### src/rtl/bit_scrambler_packer.sv
// Byte-stream 802.11 scrambler (x^7 + x^4 + 1) and 4:1 byte packer.
// Feeds 32-bit words (first byte in LSBs) to the modulator FIFO.
//
// Ports:
//   clk        - single clock
//   rst        - asynchronous active-low reset
//   reset_mod  - synchronous clear, same effect as rst
//   s_tdata    - input byte          s_tvalid/s_tready/s_tlast - input handshake
//   m_tdata    - packed word         m_tvalid/m_tready/m_tlast - output handshake
module bit_scrambler_packer #(
    parameter int         C_S_AXIS_TDATA_WIDTH = 8,
    parameter int         C_M_AXIS_TDATA_WIDTH = 32,
    parameter logic [6:0] LFSR_SEED            = 7'h7F,
    parameter bit         SCRAMBLE_EN          = 1'b1
) (
    input  logic                            clk,
    input  logic                            rst,
    input  logic                            reset_mod,
    input  logic [C_S_AXIS_TDATA_WIDTH-1:0] s_tdata,
    input  logic                            s_tvalid,
    output logic                            s_tready,
    input  logic                            s_tlast,
    output logic [C_M_AXIS_TDATA_WIDTH-1:0] m_tdata,
    output logic                            m_tvalid,
    input  logic                            m_tready,
    output logic                            m_tlast
);

    logic [6:0]  lfsr_q, lfsr_d;
    logic [1:0]  byte_cnt_q, byte_cnt_d;
    logic [23:0] acc_q, acc_d;
    logic [31:0] m_tdata_q, m_tdata_d;
    logic        m_tvalid_q, m_tvalid_d;
    logic        m_tlast_q, m_tlast_d;

    logic [6:0]  lfsr_walk;
    logic [6:0]  lfsr_next;
    logic [7:0]  scr_byte;
    logic        fb;
    logic [31:0] word;
    logic        accept;

    assign s_tready = rst && (!m_tvalid_q || m_tready);
    assign accept   = s_tvalid && s_tready;

    // Eight LFSR steps unrolled, bit 0 first, so one byte per cycle.
    always_comb begin
        lfsr_walk = lfsr_q;
        scr_byte  = '0;
        fb        = 1'b0;
        for (int i = 0; i < 8; i++) begin
            fb          = lfsr_walk[6] ^ lfsr_walk[3];
            scr_byte[i] = s_tdata[i] ^ fb;
            lfsr_walk   = {lfsr_walk[5:0], fb};
        end
        lfsr_next = lfsr_walk;
        if (!SCRAMBLE_EN) begin
            scr_byte  = s_tdata[7:0];
            lfsr_next = lfsr_q;
        end
    end

    // Bytes above byte_cnt are still zero in acc, which gives the
    // zero padding of a word cut short by tlast.
    always_comb begin
        word = {8'h00, acc_q};
        unique case (byte_cnt_q)
            2'd0: word[7:0]   = scr_byte;
            2'd1: word[15:8]  = scr_byte;
            2'd2: word[23:16] = scr_byte;
            2'd3: word[31:24] = scr_byte;
            default: word = {8'h00, acc_q};
        endcase
    end

    always_comb begin
        lfsr_d     = lfsr_q;
        byte_cnt_d = byte_cnt_q;
        acc_d      = acc_q;
        m_tdata_d  = m_tdata_q;
        m_tvalid_d = m_tvalid_q;
        m_tlast_d  = m_tlast_q;

        if (m_tvalid_q && m_tready) begin
            m_tvalid_d = 1'b0;
        end

        if (accept) begin
            if (byte_cnt_q == 2'd3 || s_tlast) begin
                m_tdata_d  = word;
                m_tvalid_d = 1'b1;
                m_tlast_d  = s_tlast;
                byte_cnt_d = 2'd0;
                acc_d      = '0;
            end else begin
                acc_d      = word[23:0];
                byte_cnt_d = byte_cnt_q + 2'd1;
            end
            lfsr_d = s_tlast ? LFSR_SEED : lfsr_next;
        end

        // Synchronous clear wins over a byte accepted in the same cycle.
        if (reset_mod) begin
            lfsr_d     = LFSR_SEED;
            byte_cnt_d = 2'd0;
            acc_d      = '0;
            m_tdata_d  = '0;
            m_tvalid_d = 1'b0;
            m_tlast_d  = 1'b0;
        end
    end

    always_ff @(posedge clk or negedge rst) begin
        if (!rst) begin
            lfsr_q     <= LFSR_SEED;
            byte_cnt_q <= 2'd0;
            acc_q      <= '0;
            m_tdata_q  <= '0;
            m_tvalid_q <= 1'b0;
            m_tlast_q  <= 1'b0;
        end else begin
            lfsr_q     <= lfsr_d;
            byte_cnt_q <= byte_cnt_d;
            acc_q      <= acc_d;
            m_tdata_q  <= m_tdata_d;
            m_tvalid_q <= m_tvalid_d;
            m_tlast_q  <= m_tlast_d;
        end
    end

    assign m_tdata  = m_tdata_q;
    assign m_tvalid = m_tvalid_q;
    assign m_tlast  = m_tlast_q;

endmodule

### config.mk
export PLATFORM = sky130hd
export DESIGN_NAME = bit_scrambler_packer
export DESIGN_NICKNAME = d
export VERILOG_FILES = /design/src/rtl/bit_scrambler_packer.sv
export SDC_FILE = /design/constraint.sdc
export NUM_CORES = 1
export LEC_CHECK = 0
export CORE_ASPECT_RATIO = 1.2
export CORE_UTILIZATION = 50
export DETAILED_ROUTE_END_ITERATION = 8
export PLACE_DENSITY_LB_ADDON = 0.25
export RECOVER_POWER = 100
export SYNTH_ARGS = -nofsm -noshare
export SYNTH_HDL_FRONTEND = slang
export SYNTH_SLANG_ARGS = --single-unit
export TNS_END_PERCENT = 100
### constraint.sdc
create_clock -name clk -period 1.9 [get_ports clk]
set_input_delay 0.19 -clock clk [delete_from_list [all_inputs] [get_ports clk]]
set_output_delay 0.19 -clock clk [all_outputs]
set_load 0.03 [all_outputs]
# After elaboration in Yosys (flattened, before gate mapping)
# Cells that the tools add are included.
# Widths: inputs -> output; s select.
[word_totals] register_bits=67 latch_bits=0 ramBits=0 rom_bits=0 inputBits=14 mem_count=0
[classes] n_addsub=1 mul=0 div=0 magnitude_cmp=0 n_eq_ne=3 shifts=0 mux=23 bitwise_logic=16 n_reduce_logical=10
[ops] cell="$mux 32" count=3
[ops] cell="$mux 24" count=3
[ops] cell="$mux 8" count=4
[ops] cell="$mux 7" count=3
[ops] cell="$xor 1x1->1" count=16
[ops] cell="$mux 1" count=7
[ops] cell="$mux 2" count=3
[ops] cell="$eq 2x2->1 const B" count=2
[ops] cell="$reduce_bool 2->1" count=2
[ops] cell="$logic_and 1x1->1" count=3
[ops] cell="$add 2x1->2 const B" count=1
[ops] cell="$eq 2x1->1 const B" count=1
[ops] cell="$logic_not 2->1" count=1
[ops] cell="$logic_or 1x1->1" count=2
[ops] cell="$reduce_and 2->1" count=1
[ops] cell="$logic_not 1->1" count=1

# Longest topological paths before layout
# Gate-level depths: netlist (run 1).
[depth] word_depth=7 mapped_depth=7 ltp_nobuf=5

# Worst setup path after synthesis (run 1)
# No wires, ideal clock.
[synth_path] kind="flip-flop to flip-flop" startpoint="register byte_cnt_q[0]" endpoint="register acc_q[0]" setup_ns=0.101 t_arrival_ns=1.685 required_time_ns=1.799 setup_slack_ns=0.114 path_stages_with_launch=7 n_path_buf=2 period_less_slack_ns=1.786 cell_sequence="dfrtp_1 -> ha_1 -> buf_6 -> or3b_1 -> or4_1 -> buf_2 -> o32ai_1"
[synth_between] elab_chain_len=5 elab_cells_between_ends=7 cone_classes="eq/ne (1); mux (4); reduce/logical (2)"
[synth_rtl] element="from (decl)" line="30" text="logic [1:0] byte_cnt_q, byte_cnt_d;"
[synth_rtl] element="from (signal assigned)" line="123" text="byte_cnt_q <= byte_cnt_d;"
[synth_rtl] element="$logic_not 2->1 or $eq 2x2->1 (tied branches)" line="67, 89"
[synth_rtl] element="$mux 8 or $logic_or 1x1->1 (tied branches)" line="67, 89"
[synth_rtl] element="$mux 24 (*)" line="89" text="if (byte_cnt_q == 2'd3 || s_tlast) begin"
[synth_rtl] element="$mux 24 (*)" line="88" text="if (accept) begin"
[synth_rtl] element="$mux 24 (*)" line="103" text="if (reset_mod) begin"
[synth_rtl] element="to (signal assigned)" line="117" text="acc_q <= '0;"
[synth_rtl] element="to (signal assigned)" line="124" text="acc_q <= acc_d;"
[synth_rtl] element="to (decl)" line="31" text="logic [23:0] acc_q, acc_d;"
# Mark *: on every way between the ends. The rest lies on a longest branch, timed or not. The select of a mux whose other input is x is not followed.
# A chain may end at the register's enable or synchronous reset.

# Final worst setup path (run 1)
# Ends and elaborated chain as after synthesis.

==> results by group, run 1 <==
Global route
  • GRT Util Overall: about a quarter
  • Gr ovfl total: 0
  • First-pass GRT wire length: between 10,000 and 15,000 um
  • Vias in the first global route: ~2.9k
  • Largest net degree at the start of global routing: 48
  • Initial antenna violation count: 0

Clock network
  • CTS tree: done
  • Num CTS Buffers: 9
  • Clock root cell: clkbuf_8
  • Clk_lat worst skew: about 330 ps
  • Clock Pin Slew Worst Setup and Hold Paths: around 70 ps
  • Clk sinks: 67
  • CTS H-tree lvls: 3
  • Longest Clk Path Bufs: 2

Detailed routing
  • Post-DR vias/cell: roughly 6
  • Drt first-iter violations: 230
  • Via total after detailed routing: 2,926
  • Avg WL per Cell: between 15 and 20 um
  • Drt pass-1 iters: 4
  • Drt total wl: approximately 9000 um
  • Routed Antenna Nets: 0
  • Drt drc: 0

STA
  • Fmax: around 550 MHz
  • Fin crit share: 95.5%
  • Clock Skew: between 7 and 8 ps
  • Final hold violation count: 0
  • Slew Limit Fails: 0
  • Min Tclk post-route: between 1500 and 2000 ps
  • Max_slew headroom: roughly a fifth
  • Final TNS setup: 0 ps
  • RSZ-0062 raised after global routing: no
  • Hold_ws: 162 ps
  • Final setup violation count: 0
  • Slew @ Worst Pin: 1190 ps

Cells and area
  • Ant. Diodes: 0
  • Share of cells above drive strength 1: a little over an eighth
  • Core Util, Final: around 64%
  • Fin nets: around 400
  • FILL cells: 598
  • Seq. cell area: between 1500 and 2000 um2
  • P&R area growth vs syn: 21.2%
  • Multi-input gate area: 1680 um2

Run
  • Max Cap Viol: 0

Floorplan
  • # rows: 33
  • Ports: 49
  • Die Span X: between 80 and 90 um
  • Area of the core: about 7000 um2
  • Initial Util: between 50% and 60%
  • Area of the die: roughly 7700 um2
  • Die Y: around 96 um

Logic synthesis
  • Post-synth net total: ~370
  • Largest cells by area after synthesis: dfrtp_1, o32ai_1, dfstp_2
  • Top cell type's share of synthesized area: 41.0%
  • Register area share after synthesis: between 40% and 50%
  • Yosys top cell by area: dfrtp_1
  • Syn Inst Count: approximately 350
  • Synth cell types: 39
  • Yosys reg bits: 67
  • Syn. warnings: 0
  • Avg Cell Area, Syn: about 11 um2
  • Syn Std Cell Area: 3660 um2

Setup path
  • Startpoint Class: register
  • Crit Path Category: register to register
  • Critical Path Start: byte_cnt_q[0]
  • CP arrival: about 2000 ps
  • Worst Path Required: between 2000 and 2500 ps
  • Crit-path max FO: 8
  • FF-to-FF Start: byte_cnt_q[0]
  • Crit. End Element: register

Placement
  • Buffers on Ports: 48
  • GP Congestion: around 0.88
  • Detailed Place HPWL: between 6000 and 7000 um

Pwr
  • Worst vdd ir: approximately 0.39 mV
  • Leakage: around 0.0018 uW
  • Total power: between 3000 and 4000 uW
  • PwrDens: ~700 nW/um2

Min path
  • Hold Crit Class: primary input to async pin

Run status
  • Status: completed
layer usage:
layer	vias up	track usage (%)	wire length (um)
met5	-	0	0
met4	0	10.9	169
met3	12	3.98	493
met2	93	41.2	4380
met1	1448	36.1	4110
li1	1373	-	-
layout make-up:
class | instances | area share, %
clock inverter | 2 | 0.282
clock buffer | 14 | 3.66
tap | 87 | 2.45
sequential | 67 | 37.9
timing repair buffer | 70 | 14.9
inverter | 35 | 2.96
multi-input combinational | 206 | 37.8
path summary, 6_finish.rpt:
path	end	slack (ps)	depth (start not counted)
min in group clk	byte_cnt_q[0]	380	2
max in group asynchronous	m_tdata[18]	260	3
max	acc_q[0]	90	5
min reg2reg	acc_q[4]	540	2
max reg2reg	acc_q[0]	90	5
min	acc_q[22]	160	2
kinds of logic (layout without fill, tap and decap cells):
logic type | count (synthesis) | after routing | share of synthesized area (%)
DFF | 67 | 67 | 46.0
buffers and inverters | 74 | 121 | 9.25
AOI/OAI and AO/OA | 89 | 89 | 18.7
muxes | 15 | 15 | 4.10
xor gates and xnor gates | 24 | 24 | 7.78
adders and majority gates | 4 | 4 | 1.37
and+or+nand+nor | 74 | 74 | 12.8
worst max-delay path, stage by stage (launching register included):
cell and delay, ps:
dfrtp_1 410, inv_1 120, ha_1 180, or3b_1 350, or4_4 480, o32ai_1 160
synth_stat cells (all sizes together):
library cell / n
clkbuf: 15
dfrtp: 60
dfstp: 7
or4: 4
a21oi: 7
nor2: 4
inv: 35
nor3b: 12
and2: 3
nand2b: 10
or3b: 3
o32a: 1
xor3: 5
or2: 2
or3: 3
mux2i: 15
nor4: 3
nand4: 17
nor2b: 4
o311a: 3
ha: 4
nor3: 7
nand2: 1
o32ai: 32
buf: 22
xnor2: 8
o221ai: 9
o21ai: 2
nand3: 1
o21bai: 3
o31ai: 1
a211oi: 15
a31oi: 16
dlygate4sd1: 2
xor2: 11
power by group:
group	internal [uW]	total [uW]	switching [uW]
sequential	1470	1490	26.0
combinational	198	525	327
clock	546	1070	525
total	2210	3090	879
what timing repair did:
action                                 in CTS  in global routing
buffers inserted                            0                  0
setup endpoints to repair                  23                 31
resized for setup                           4                  5
endpoints found under the hold margin      14                  0
hold buffers                                1                  0
layout by cell type (no fill, tap or decap), drive strengths merged, types with 2 or more instances in the layout:
master         instances
a211oi                15
a21oi                  7
buf                   20
or3b                   3
dfstp                  7
nor2                   4
o21ai                  2
clkbuf                18
or2                    2
or3                    3
nor2b                  4
nor4                   3
nor3b                 12
xor2                  11
o221ai                 9
a31oi                 16
clkdlybuf4s50         11
xnor2                  8
xor3                   5
or4                    4
and2                   3
dfrtp                 60
nand2b                10
o21bai                 3
ha                     4
dlygate4sd3           35
o311a                  3
inv                   35
nor3                   7
nand4                 17
mux2i                 15
o32ai                 32
through the flow:
| stage | worst slack (ps) | instance area (um2) | std cells |
|---|---|---|---|
| 3_5_place_dp | -101 | 4230 | 464 |
| 5_1_grt | 8.98 | 4440 | 481 |
| 4_1_cts | 17.5 | 4430 | 481 |
| 6_report | 85.3 | 4440 | 481 |
| 2_1_floorplan | 114 | 3660 | 347 |
| 3_3_place_gp | -40.6 | 4230 | 464 |
registers in the layout, indices dropped and copies added (netlist names):
signal	cells
m_tdata	32
acc_q	24
lfsr_q	7
byte_cnt_q	2
m_tlast	1
m_tvalid	1
No activity file was read; power rests on OpenSTA's default activity.
==> run 2: changes to the inputs <==
Settings changed: RECOVER_POWER 100 to default.
==> results by group, run 2 (synthesized netlist as in run 1, its figures left out) <==
Placement
  • Buffers on Ports: 48 (unchanged)
  • Detailed Place HPWL: 6150 um (unchanged)
  • GP Congestion: 0.876 (unchanged)

Global route
  • Vias in the first global route: 2,859 (unchanged)
  • Gr ovfl total: 0 (unchanged)
  • Initial antenna violation count: 0 (unchanged)
  • Met1 Use GR: 36.1% (unchanged)
  • Busiest grt layer: met2
  • GR Util met3: 3.98% (unchanged)
  • Largest net degree at the start of global routing: 48 (unchanged)
  • Met2 Use GR: 41.2% (unchanged)
  • First-pass GRT wire length: 15,000 um (unchanged)
  • GRT Util Overall: 26.1% (unchanged)

STA
  • Min Tclk post-route: 1820 ps (+8.63 ps)
  • RSZ-0062 raised after global routing: no
  • Max_slew headroom: 49.8% (+29 points)
  • Slew @ Worst Pin: 748 ps (-441 ps)
  • Hold_ws: 40.7 ps (-121 ps)
  • Slew Limit Fails: 0 (unchanged)
  • Clock Skew: 7.46 ps (-0.0641 ps)
  • Final hold violation count: 0 (unchanged)
  • Final TNS setup: 0 ps (unchanged)
  • Fin crit share: 96.0% (+0.45 points)
  • Fmax: 548 MHz (-0.47%)
  • Final setup violation count: 0 (unchanged)

Setup path
  • Crit Path Category: register to register
  • Crit-path max FO: 8 (unchanged)
  • Cells along the critical path: inv_1 > ha_1 > or3b_1 > or4_4 > o32ai_1
  • CP arrival: 2040 ps (about the same)
  • Startpoint Class: register
  • Worst Path Required: 2120 ps (about the same)
  • Crit. End Element: register
  • CP peak stage delay: 480 ps (about the same)
  • CP max-delay cell: or4_4

Cells and area
  • Ant. Diodes: 0 (unchanged)
  • P&R area growth vs syn: 21.5%
  • Fin nets: 407 (unchanged)
  • Multi-input gate area: 1680 um2 (unchanged)
  • Largest register FFs: 32 (unchanged)
  • Share of cells above drive strength 1: 14.2% (+1.0 points)
  • Core Util, Final: 63.8% (+0.18 points)
  • Commonest non-fill, non-tap cell in the layout: dfrtp_1
  • Most frequent cells in the layout: dfrtp_1, clkdlybuf4s50_1, inv_1
  • FILL cells: 594 (-0.67%)
  • Seq. cell area: 1690 um2 (unchanged)

Detailed routing
  • Via total after detailed routing: 2,926 (unchanged)
  • Avg WL per Cell: 19.1 um (+0.42%)
  • Post-DR vias/cell: 6.08 (unchanged)
  • Drt drc: 0 (unchanged)
  • Drt pass-1 iters: 5 (+1)
  • Drt first-iter violations: 224 (-2.6%)
  • Drt total wl: 9190 um (+0.42%)
  • Routed Antenna Nets: 0 (unchanged)

Pwr
  • Worst vdd ir: 0.396 mV (+2.3%)
  • PwrDens: 697 nW/um2 (+0.28%)
  • Leakage: 0.00173 uW (-5.3%)

Clock network
  • CTS H-tree lvls: 3 (unchanged)
  • CTS tree: done
  • Num CTS Buffers: 9 (unchanged)
  • Clock Pin Slew Worst Setup and Hold Paths: 70 ps (about the same)
  • Post-CTS Repair Setup Buffers: 0 (unchanged)
  • Clk sinks: 67 (unchanged)
  • Clk_lat worst skew: 330 ps (about the same)
  • Clock root cell: clkbuf_8
  • Longest Clk Path Bufs: 2 (unchanged)

Min path
  • Hold Crit Class: primary input to async pin

Floorplan
  • Die Y: 95.8 um (unchanged)
  • Ports: 49 (unchanged)
  • # rows: 33 (unchanged)
  • Area of the core: 6980 um2 (unchanged)
  • Initial Util: 52.5% (unchanged)
  • Die Span X: 80.2 um (unchanged)
  • Area of the die: 7680 um2 (unchanged)

Run status
  • Status: completed

Run
  • Max Cap Viol: 0 (unchanged)
run 2: timing repair:
item / CTS / global route
gates resized for setup: 4 / 5
gates cloned: 0 / 0
endpoints found under the setup margin: 23 / 31
hold buffers: 1 / 0
endpoints found under the hold margin: 14 / 0
run 2: final cells by class:
class / instances / share of cell area, %
Clock inverter: 2 / 0.281
Inverter: 35 / 2.95
Timing Repair Buffer: 70 / 15.1
Multi-Input combinational cell: 206 / 37.7
Tap cell: 87 / 2.44
Clock buffer: 14 / 3.65
Sequential cell: 67 / 37.8
run 2: per-stage QoR:
stage	worst slack (ps)	area (um2)	power (uW)	cells
final	76.6	4450	3110	481
after global placement	-40.6	4230	2040	464
after global routing	8.98	4450	3230	481
after CTS	17.5	4430	3110	481
after detailed placement	-101	4230	2040	464
after floorplan	114	3660	1830	347
run 2: critical path: cells and delay by family, from the launching register on:
kind / cells / cell delay (ps)
AOI/OAI and AO/OA: 1 / 160
and+or+nand+nor: 2 / 830
buffers and inverters: 1 / 120
DFF: 1 / 420
adders and majority gates: 1 / 180
run 2: path summary, 6_finish.rpt:
kind	slack (ps)	startpoint	endpoint	cells after the start
max	80	byte_cnt_q[0]	acc_q[0]	5
min	40	rst	acc_q[22]	2
max reg2reg	80	byte_cnt_q[0]	acc_q[0]	5
min reg2reg	540	acc_q[4]	acc_q[4]	2
max in group asynchronous	1150	rst	lfsr_q[6]	3
min in group clk	380	reset_mod	byte_cnt_q[0]	2
run 2: metal layers:
metal / vias to the layer above / routed length, um
met5: - / 0
met4: 0 / 172
met3: 13 / 415
met2: 78 / 4410
met1: 1460 / 4180
li1: 1375 / -
run 2: where the power goes:
group          switching, uW  leakage [uW]  internal, uW
sequential              27.0      0.000903          1470
combinational            327      0.000744           208
clock                    531     0.0000867           546
==> run 3: changes to the inputs <==
Settings changed: SLEW_MARGIN from default to 40.
==> results by group, run 3 (synthesized netlist as in run 1, its figures left out) <==
Run status
  • Status: completed

Setup path
  • Worst Path Required: 2130 ps (about the same)
  • Startpoint Class: register
  • FF-to-FF Start: byte_cnt_q[0]
  • Crit path depth: 5 (unchanged)
  • R2R Setup Slk: 90 ps (about the same)
  • Worst setup path endpoint: acc_q[0]
  • CP max-delay cell: or4_4
  • Crit. End Element: register
  • Delay-heaviest family, CP: simple AND/OR/NAND/NOR gates
  • Crit-path max FO: 8 (unchanged)
  • Worst Path Buf+Inv: 1 (unchanged)
  • Worst R2R End: acc_q[0]
  • R2R depth: 5 (unchanged)
  • CP peak stage delay: 480 ps (about the same)
  • CP arrival: 2030 ps (about the same)
  • Crit Path Category: register to register
  • Cells along the critical path: inv_1 > ha_1 > or3b_1 > or4_4 > o32ai_1
  • Critical Path Start: byte_cnt_q[0]

Clock network
  • CTS tree: done
  • Clock Pin Slew Worst Setup and Hold Paths: 70 ps (about the same)
  • Clock root cell: clkbuf_8
  • Clk sinks: 67 (unchanged)
  • Num CTS Buffers: 9 (unchanged)
  • Clk_lat worst skew: 340 ps (about the same)
  • Post-CTS Repair Setup Buffers: 0 (unchanged)
  • CTS H-tree lvls: 3 (unchanged)
  • Longest Clk Path Bufs: 2 (unchanged)

STA
  • Fin crit share: 95.2% (-0.77 points)
  • Final hold violation count: 0 (unchanged)
  • Fmax: 553 MHz (+0.80%)
  • Final setup violation count: 0 (unchanged)
  • Min Tclk post-route: 1810 ps (-14.5 ps)
  • Slew @ Worst Pin: 749 ps (+0.946 ps)
  • Max_slew headroom: 49.7% (-0.063 points)
  • Hold_ws: 40.2 ps (-0.579 ps)
  • Final setup margin: 91.2 ps (+14.5 ps)
  • RSZ-0062 raised after global routing: no
  • Clock Skew: 8.04 ps (+0.581 ps)
  • Slew Limit Fails: 0 (unchanged)

Detailed routing
  • Avg WL per Cell: 19.0 um (-0.60%)
  • Via total after detailed routing: 2,913 (-0.44%)
  • Drt pass-1 iters: 4 (-1)
  • Drt drc: 0 (unchanged)
  • Drt first-iter violations: 187 (-17%)
  • Drt total wl: 9130 um (-0.60%)
  • Routed Antenna Nets: 0 (unchanged)
  • Post-DR vias/cell: 6.06 (-0.44%)

Pwr
  • Clk pwr share: 34.7% (about the same)
  • Flop pwr share: 48.1% (about the same)
  • Leakage: 0.00173 uW (unchanged)
  • Worst vdd ir: 0.392 mV (-1.0%)
  • Net Sw Frac: 28.5% (about the same)
  • Total power: 3110 uW (about the same)
  • PwrDens: 697 nW/um2 (about the same)
  • Power share of the combinational group: 17.2% (about the same)
  • Switching pwr: 885 uW (about the same)
  • Int Pwr: 2220 uW (about the same)

Cells and area
  • Share of cells above drive strength 1: 14.2% (unchanged)
  • Largest register FFs: 32 (unchanged)
  • Ant. Diodes: 0 (unchanged)
  • P&R area growth vs syn: 21.5% (unchanged)
  • Most frequent cells in the layout: dfrtp_1, clkdlybuf4s50_1, inv_1
  • Commonest non-fill, non-tap cell in the layout: dfrtp_1
  • Fin nets: 407 (unchanged)

Global route
  • Initial antenna violation count: 0 (unchanged)
  • First-pass GRT wire length: 15,000 um (unchanged)
  • GRT Util Overall: 26.1% (unchanged)
  • Vias in the first global route: 2,859 (unchanged)
  • Largest net degree at the start of global routing: 48 (unchanged)
  • Gr ovfl total: 0 (unchanged)

Floorplan
  • # rows: 33 (unchanged)
  • Die Y: 95.8 um (unchanged)
  • Initial Util: 52.5% (unchanged)
  • Ports: 49 (unchanged)
  • Area of the die: 7680 um2 (unchanged)
  • Area of the core: 6980 um2 (unchanged)
  • Die Span X: 80.2 um (unchanged)

Placement
  • DP Worst Slack: -101 ps (unchanged)
  • GP Congestion: 0.876 (unchanged)
  • Buffers on Ports: 48 (unchanged)
  • Detailed Place HPWL: 6150 um (unchanged)

Run
  • Max Cap Viol: 0 (unchanged)

Min path
  • Hold Crit Class: primary input to async pin
==> run 3: per-layer routing <==
metal / routed length (um) / up-vias / global-route usage, %
li1: - / 1377 / -
met1: 4170 / 1442 / 36.1
met2: 4330 / 81 / 41.2
met3: 455 / 13 / 3.98
met4: 171 / 0 / 10.9
met5: 0 / - / 0
==> run 3: cell type report <==
type	instances	area [um2]
clock buffers	14	163
flip-flops and latches	67	1690
inverters	35	131
clock inverters	2	12.5
multi-input cells	206	1680
repair buffers	70	673
fillers	594	2520
well taps	87	109
==> run 3: through the flow <==
step                instance area (um2)  std cells  utilization, %  TNS, ps
floorplan                          3660        347               -        0
global placement                   4230        464            60.7     -771
detailed placement                 4230        464            60.7    -1940
CTS                                4430        481            63.5        0
global route                       4450        481            63.8        0
finish                             4450        481            63.8        0
==> run 3: worst register-to-register path, stage by stage, from the launching register on <==
cell and delay, ps:
dfrtp_1 410, inv_1 120, ha_1 180, or3b_1 350
or4_4 480, o32ai_1 160
==> run 3: power groups by stage <==
stage               Sequential (uW)  Combinational, uW  Clock, uW
global route                   1500                573       1160
CTS                            1490                529       1090
global placement               1520                516          0
floorplan                      1550                278          0
finish                         1490                534       1080
detailed placement             1520                520          0
==> run 3: worst min path at each step <==
stage	end	slack, ps	start
after floorplan	acc_q[0]	-110	rst
after global placement	m_tdata[22]	290	rst
after detailed placement	m_tdata[22]	300	rst
after CTS	acc_q[22]	60	rst
after global routing	acc_q[20]	80	rst
final	acc_q[22]	40	rst
==> run 3: timing repair <==
| item | in CTS | in global routing |
|---|---|---|
| hold buffers | 1 | 0 |
| hold endpoints to repair | 14 | 0 |
| endpoints found under the setup margin | 23 | 26 |
| gates resized for setup | 4 | 4 |
